**src/rtl/mxu_in_skew.sv**
```systemverilog
// Diagonal input skew between the RAM buffer and the MXU systolic array.
// Lane i is delayed i+1 cycles; it also counts rows and drains the pipe on a flush request.
module mxu_in_skew #(
    parameter int LANE_NUM   = 16,
    parameter int LANE_WIDTH = 8,
    parameter int CNT_WIDTH  = 8
) (
    input  logic                           clk,
    input  logic                           rst_n,
    input  logic [LANE_NUM-1:0]            ram_buff_mxu_vld,
    input  logic [LANE_NUM*LANE_WIDTH-1:0] ram_buff_mxu_data,
    input  logic                           skew_flush_req,
    output logic [LANE_NUM-1:0]            skew_mxu_vld,
    output logic [LANE_NUM*LANE_WIDTH-1:0] skew_mxu_data,
    output logic                           skew_busy,
    output logic                           skew_flush_done,
    output logic [CNT_WIDTH-1:0]           skew_row_cnt,
    output logic                           skew_drop_err
);

    localparam int               DRAIN_W    = 5;
    localparam logic [DRAIN_W-1:0] DRAIN_INIT = DRAIN_W'(LANE_NUM - 1);

    typedef enum logic [1:0] {
        IDLE  = 2'd0,
        RUN   = 2'd1,
        FLUSH = 2'd2
    } state_t;

    state_t             state;
    logic [DRAIN_W-1:0] drain_cnt;
    logic               capture;
    logic               any_vld;
    logic               row_beat;
    logic [LANE_NUM-1:0] cap_vld;

    assign capture  = (state != FLUSH);
    assign any_vld  = |ram_buff_mxu_vld;
    assign row_beat = any_vld & capture;
    // While draining, inputs are replaced by zeros so the chains empty out.
    assign cap_vld  = ram_buff_mxu_vld & {LANE_NUM{capture}};

    always_ff @(posedge clk or negedge rst_n) begin
        if (!rst_n) begin
            state           <= IDLE;
            drain_cnt       <= '0;
            skew_busy       <= 1'b0;
            skew_flush_done <= 1'b0;
            skew_row_cnt    <= '0;
            skew_drop_err   <= 1'b0;
        end else begin
            skew_flush_done <= 1'b0;
            case (state)
                IDLE, RUN: begin
                    if (row_beat) begin
                        skew_row_cnt <= skew_row_cnt + CNT_WIDTH'(1);
                        state        <= RUN;
                        skew_busy    <= 1'b1;
                    end
                    if (skew_flush_req) begin
                        state           <= FLUSH;
                        skew_busy       <= 1'b1;
                        drain_cnt       <= DRAIN_INIT;
                        skew_flush_done <= (DRAIN_INIT == '0);
                    end
                end
                FLUSH: begin
                    if (any_vld) begin
                        skew_drop_err <= 1'b1;
                    end
                    // done is registered, so it is raised one count early to land on the last drain cycle
                    if (drain_cnt == '0) begin
                        state        <= IDLE;
                        skew_busy    <= 1'b0;
                        skew_row_cnt <= '0;
                    end else begin
                        drain_cnt <= drain_cnt - DRAIN_W'(1);
                        if (drain_cnt == DRAIN_W'(1)) begin
                            skew_flush_done <= 1'b1;
                        end
                    end
                end
                default: begin
                    state     <= IDLE;
                    skew_busy <= 1'b0;
                end
            endcase
        end
    end

    for (genvar i = 0; i < LANE_NUM; i++) begin : g_lane
        logic [i:0]            vld_p;
        logic [LANE_WIDTH-1:0] data_p [0:i];
        logic [LANE_WIDTH-1:0] cap_data;

        assign cap_data = ram_buff_mxu_data[i*LANE_WIDTH +: LANE_WIDTH] & {LANE_WIDTH{cap_vld[i]}};

        always_ff @(posedge clk or negedge rst_n) begin
            if (!rst_n) begin
                vld_p <= '0;
                for (int k = 0; k <= i; k++) begin
                    data_p[k] <= '0;
                end
            end else begin
                vld_p[0]  <= cap_vld[i];
                data_p[0] <= cap_data;
                for (int k = 1; k <= i; k++) begin
                    vld_p[k]  <= vld_p[k-1];
                    data_p[k] <= data_p[k-1];
                end
            end
        end

        assign skew_mxu_vld[i]                               = vld_p[i];
        assign skew_mxu_data[i*LANE_WIDTH +: LANE_WIDTH] = data_p[i];
    end

endmodule
```
**config.mk**
```make
export PLATFORM = sky130hd
export DESIGN_NAME = mxu_in_skew
export DESIGN_NICKNAME = d
export VERILOG_FILES = /design/src/rtl/mxu_in_skew.sv
export SDC_FILE = /design/constraint.sdc
export NUM_CORES = 1
export LEC_CHECK = 0
export BUFFER_PORTS_ARGS = -buffer_cell sky130_fd_sc_hd__clkbuf_2
export CAP_MARGIN = 20
export CORE_MARGIN = 4
export CORE_UTILIZATION = 45
export CTS_CLUSTER_DIAMETER = 120
export DETAILED_ROUTE_END_ITERATION = 7
export PLACE_DENSITY = 0.61
export SLEW_MARGIN = 10
export SYNTH_ARGS = -nofsm -noshare
export SYNTH_HDL_FRONTEND = slang
export SYNTH_SLANG_ARGS = --single-unit
```
**constraint.sdc**
```tcl
create_clock -name clk -period 3.45 [get_ports clk]
set_clock_uncertainty 0.15 [all_clocks]
set_input_delay 0.345 -clock clk [delete_from_list [all_inputs] [get_ports clk]]
set_output_delay 0.345 -clock clk [all_outputs]
set_load 0.01 [all_outputs]
```
==> results.toml <==
[route]
average_routed_wire_per_standard_cell_um = 16.10
via_per_instance_ratio = 4.301
dr.pass1.iters = 4
num_vias = 13840
antenna_left = 0
total_wirelength_um = 51810
first_iter_violations = 667
detail_route.drc_violations = 0

[pwr]
comb_power_share_pct = 6.8
maximum_vdd_drop_mv = 0.4544
p_clk_share_pct = 38.7
switching_power_mw = 7.251
cellPowerDensity_mw_per_mm2 = 784.0
power_switching_share_pct = 21.96
power_frac_seq_pct = 54.5
internal-power_mw = 25.77
power_leakage_nw = 22.20
power.total_mw = 33.02

[grt]
grt_util_all_layers_pct = 13.77
grt-ovfl-total = 0
highest_utilization_routing_layer_at_the_global_route_stage = "met2"
grt_first_pass_wirelength_um = 84730
grtUsageMet1_pct = 16.28
grt_antenna_before_repair = 12
grt_start_max_net_pins = 119
met2_usage_pct = 23.19
use_met3_pct = 4.743
vias_in_the_first_global_route = 15980

[finish]
finish.instance_area_mm2 = 0.04212
layout_net_count = 2303
synthToLayoutAreaGrowth_pct = 25.51
postLayoutCoreUtil_pct = 57.34
drive_gt1_share_pct = 23.51
final.fill_count = 5265

[sta]
max_clock_freq_mhz = 364.9
period_needed_ns = 2.740
setup_viol = 0
hold_viol = 0
tightest_slew_ns = 0.9794
grt_setup_unrepaired = "no"
setup_ws_final_ns = 0.7097
final_max_slew_viol_count = 0
max-slew-margin-rel_pct = 34.70
finalCritPeriodShare_pct = 79.43
fin_setup_tns_ns = 0

[die]
floorplan.initialDensity_pct = 45.69
floorplan.die.width_um = 281.1
placement_rows = 99
io_pins = 302
area_of_the_placeable_core_mm2 = 0.07345
floorplan_die_area_mm2 = 0.07901
die_height_um = 281.1

[place]
port_buffers = 301
detailed_place.area_mm2 = 0.03548
dp_hpwl_um = 27570
place_worst_setup_slack_ns = 1.071
routabilityCongestion = 0.8312

[synth]
synth-seq-cells = 1242
synthTopCellsByArea = "sky130_fd_sc_hd__dfrtp_1 (93%), sky130_fd_sc_hd__buf_4 (3.0%), sky130_fd_sc_hd__and3_1 (2.3%)"
synth.largest_area_cell = "sky130_fd_sc_hd__dfrtp_1"
synth_area_mm2 = 0.03356
muxShareOfSynthArea_pct = 0.1790
synthAdderAreaFrac_pct = 0.1119
syn-num-nets = 1756
seq_area_frac_synth_pct = 92.61
synthXorXnorAreaFrac_pct = 0.02610
syn_avg_cell_area_um2 = 20.90
synth_compound_area_share_pct = 0.2573
netlist-cell-type-count = 35
synth_simple_gate_area_share_pct = 3.542
gate_count_post_synth = 1606
yosysWarnings = 0
synth_largest_type_area_fraction_pct = 92.61
combinational_family_with_the_most_area_after_synthesis = "simple AND/OR/NAND/NOR gates"

[worst_setup_path]
critPathLaunchType = "flip-flop"
worstPathMaxFanout = 103
cp.arrival_ns = 3.17
setup.reg_to_reg.worst_slack_ns = 0.71
timing_worst_setup_path_type = "flip-flop to flip-flop"
critical_path.cell_chain = "nand2b_4 > buf_4 > and3_1 > dlygate4sd3_1"
worst_setup_path_end_kind = "flip-flop"
critical_path.slowest_cell = "sky130_fd_sc_hd__nand2b_4"
cpPeakStageDelay_ns = 0.79
cp_data_required_time_ns = 3.88

[clock_tree]
tritoncts = "built"
cts_buffer_depth = 3
clk_slew_on_worst_s_h_paths_ns = 0.06
ctsHtreeMaxLevel = 3
cts.sinks = 1242
clock_latency_ns = 0.65
cts_resized = 0
setup_buffers_after_cts = 0
clock-root-buffer = "sky130_fd_sc_hd__clkbuf_16"
numCtsBuffers = 114
cts.hold.buffers_added = 264

[run]
max_cap_violations = 0

[hold_path]
worst_hold_path_type = "input pin to flip-flop"

[outcome]
status = "completed"
## worst paths after layout
check / from / endpoint / cells past startpoint
max in group asynchronous: rst_n / g_lane[11].data_p[68]$_DFF_PN0_ / 3
max: state[0]$_DFFE_PN0P_ / g_lane[11].data_p[92]$_DFF_PN0_ / 4
min reg2reg: g_lane[8].data_p[23]$_DFF_PN0_ / g_lane[8].data_p[15]$_DFF_PN0_ / 0
min in group asynchronous: rst_n / g_lane[13].data_p[8]$_DFF_PN0_ / 2
min: ram_buff_mxu_vld[9] / g_lane[9].data_p[72]$_DFF_PN0_ / 2
max reg2reg: state[0]$_DFFE_PN0P_ / g_lane[11].data_p[92]$_DFF_PN0_ / 4
## cell type report
| cell class | count | area, µm² | share of cell area [%] |
|---|---|---|---|
| Multi-Input combinational cell | 208 | 1389 | 3.297 |
| Timing Repair Buffer | 584 | 4444 | 10.55 |
| Clock buffer | 164 | 3373 | 8.009 |
| Tap cell | 959 | 1200 | 2.849 |
| Inverter | 3 | 11.26 | 0.02674 |
| Sequential cell | 1242 | 31080 | 73.79 |
| Antenna cell | 8 | 20.02 | 0.04753 |
| Clock inverter | 49 | 601.8 | 1.429 |
## critical path, delay by kind of cell, from the launching register on
| family | cells | cell delay, ns |
|---|---|---|
| simple gates | 2 | 1.01 |
| flops | 1 | 0.42 |
| buf+inv | 2 | 1.06 |
## layer usage
metal	vias to the layer above	share of wire, %
met4	10	3.4
met3	133	7.7
met1	7235	38
met5	-	0.12
li1	6089	-
met2	370	51
## power by group through the flow
stage	clock [mW]	sequential, mW	combinational [mW]
floorplan	0	18.0	1.16
global placement	0	18.1	1.71
detailed placement	0	18.3	1.78
CTS	13.2	18.1	2.25
global route	13.9	18.3	2.50
finish	12.8	18.0	2.25
## kinds of logic (layout without fill, tap and decap cells)
| family | count (synthesis) | in the layout |
|---|---|---|
| xor+xnor | 1 | 1 |
| other cells | 0 | 8 |
| mux | 6 | 6 |
| flops | 1242 | 1242 |
| fa+ha+maj | 3 | 3 |
| simple gates | 188 | 188 |
| buf+inv | 156 | 800 |
| compound gates | 10 | 10 |
## through the flow
step,instances,hold WS (ns)
floorplan,1606,-0.1006
global placement,2732,0.1812
detailed placement,2732,0.1847
CTS,3209,0.0001589
global route,3214,0.01179
finish,3217,0.02628
## cells in the mapped netlist
cell,instances
sky130_fd_sc_hd__nor3_1,2
sky130_fd_sc_hd__mux2i_1,6
sky130_fd_sc_hd__nor4_4,2
sky130_fd_sc_hd__a31o_1,1
sky130_fd_sc_hd__nand2_1,14
sky130_fd_sc_hd__o21ai_0,3
sky130_fd_sc_hd__inv_1,3
sky130_fd_sc_hd__dfrtp_1,1242
sky130_fd_sc_hd__and2_2,1
sky130_fd_sc_hd__a31oi_1,1
sky130_fd_sc_hd__nand2b_1,2
sky130_fd_sc_hd__and4_1,1
sky130_fd_sc_hd__nand3_1,2
sky130_fd_sc_hd__a21o_1,1
sky130_fd_sc_hd__buf_4,136
sky130_fd_sc_hd__or3_1,1
sky130_fd_sc_hd__a2bb2oi_1,1
sky130_fd_sc_hd__a41oi_4,1
sky130_fd_sc_hd__nand4_1,5
sky130_fd_sc_hd__and2_1,17
sky130_fd_sc_hd__nand3b_1,1
sky130_fd_sc_hd__ha_1,3
sky130_fd_sc_hd__a21boi_1,1
sky130_fd_sc_hd__and3_2,8
sky130_fd_sc_hd__or4_1,1
sky130_fd_sc_hd__xnor2_1,1
sky130_fd_sc_hd__and3_1,122
sky130_fd_sc_hd__nor4_2,2
sky130_fd_sc_hd__nor3b_1,1
sky130_fd_sc_hd__nor4b_1,1
sky130_fd_sc_hd__buf_2,1
sky130_fd_sc_hd__clkbuf_1,16
sky130_fd_sc_hd__a21oi_1,1
sky130_fd_sc_hd__nor2b_1,1
sky130_fd_sc_hd__nor2_1,4
## state kept, by name (all words and copies together), names as in the netlist
register,flops
skew_busy,1
drain_cnt,5
skew_flush_done,1
skew_row_cnt,8
skew_mxu_data,120
g_lane.data_p,968
state,2
g_lane.vld_p,136
skew_drop_err,1
## cells in the final DEF, fill, tap and decap left out, types with 10 or more instances in the layout
cell                            instances
sky130_fd_sc_hd__dfrtp_1             1242
sky130_fd_sc_hd__and2_1                17
sky130_fd_sc_hd__nand2_1               14
sky130_fd_sc_hd__clkbuf_8              29
sky130_fd_sc_hd__clkbuf_1              19
sky130_fd_sc_hd__bufinv_16             10
sky130_fd_sc_hd__clkbuf_2             300
sky130_fd_sc_hd__clkbuf_16            116
sky130_fd_sc_hd__buf_12                12
sky130_fd_sc_hd__and3_1               122
sky130_fd_sc_hd__dlygate4sd3_1        264
sky130_fd_sc_hd__clkinv_2              23
Power figures use the tool's default switching activity.
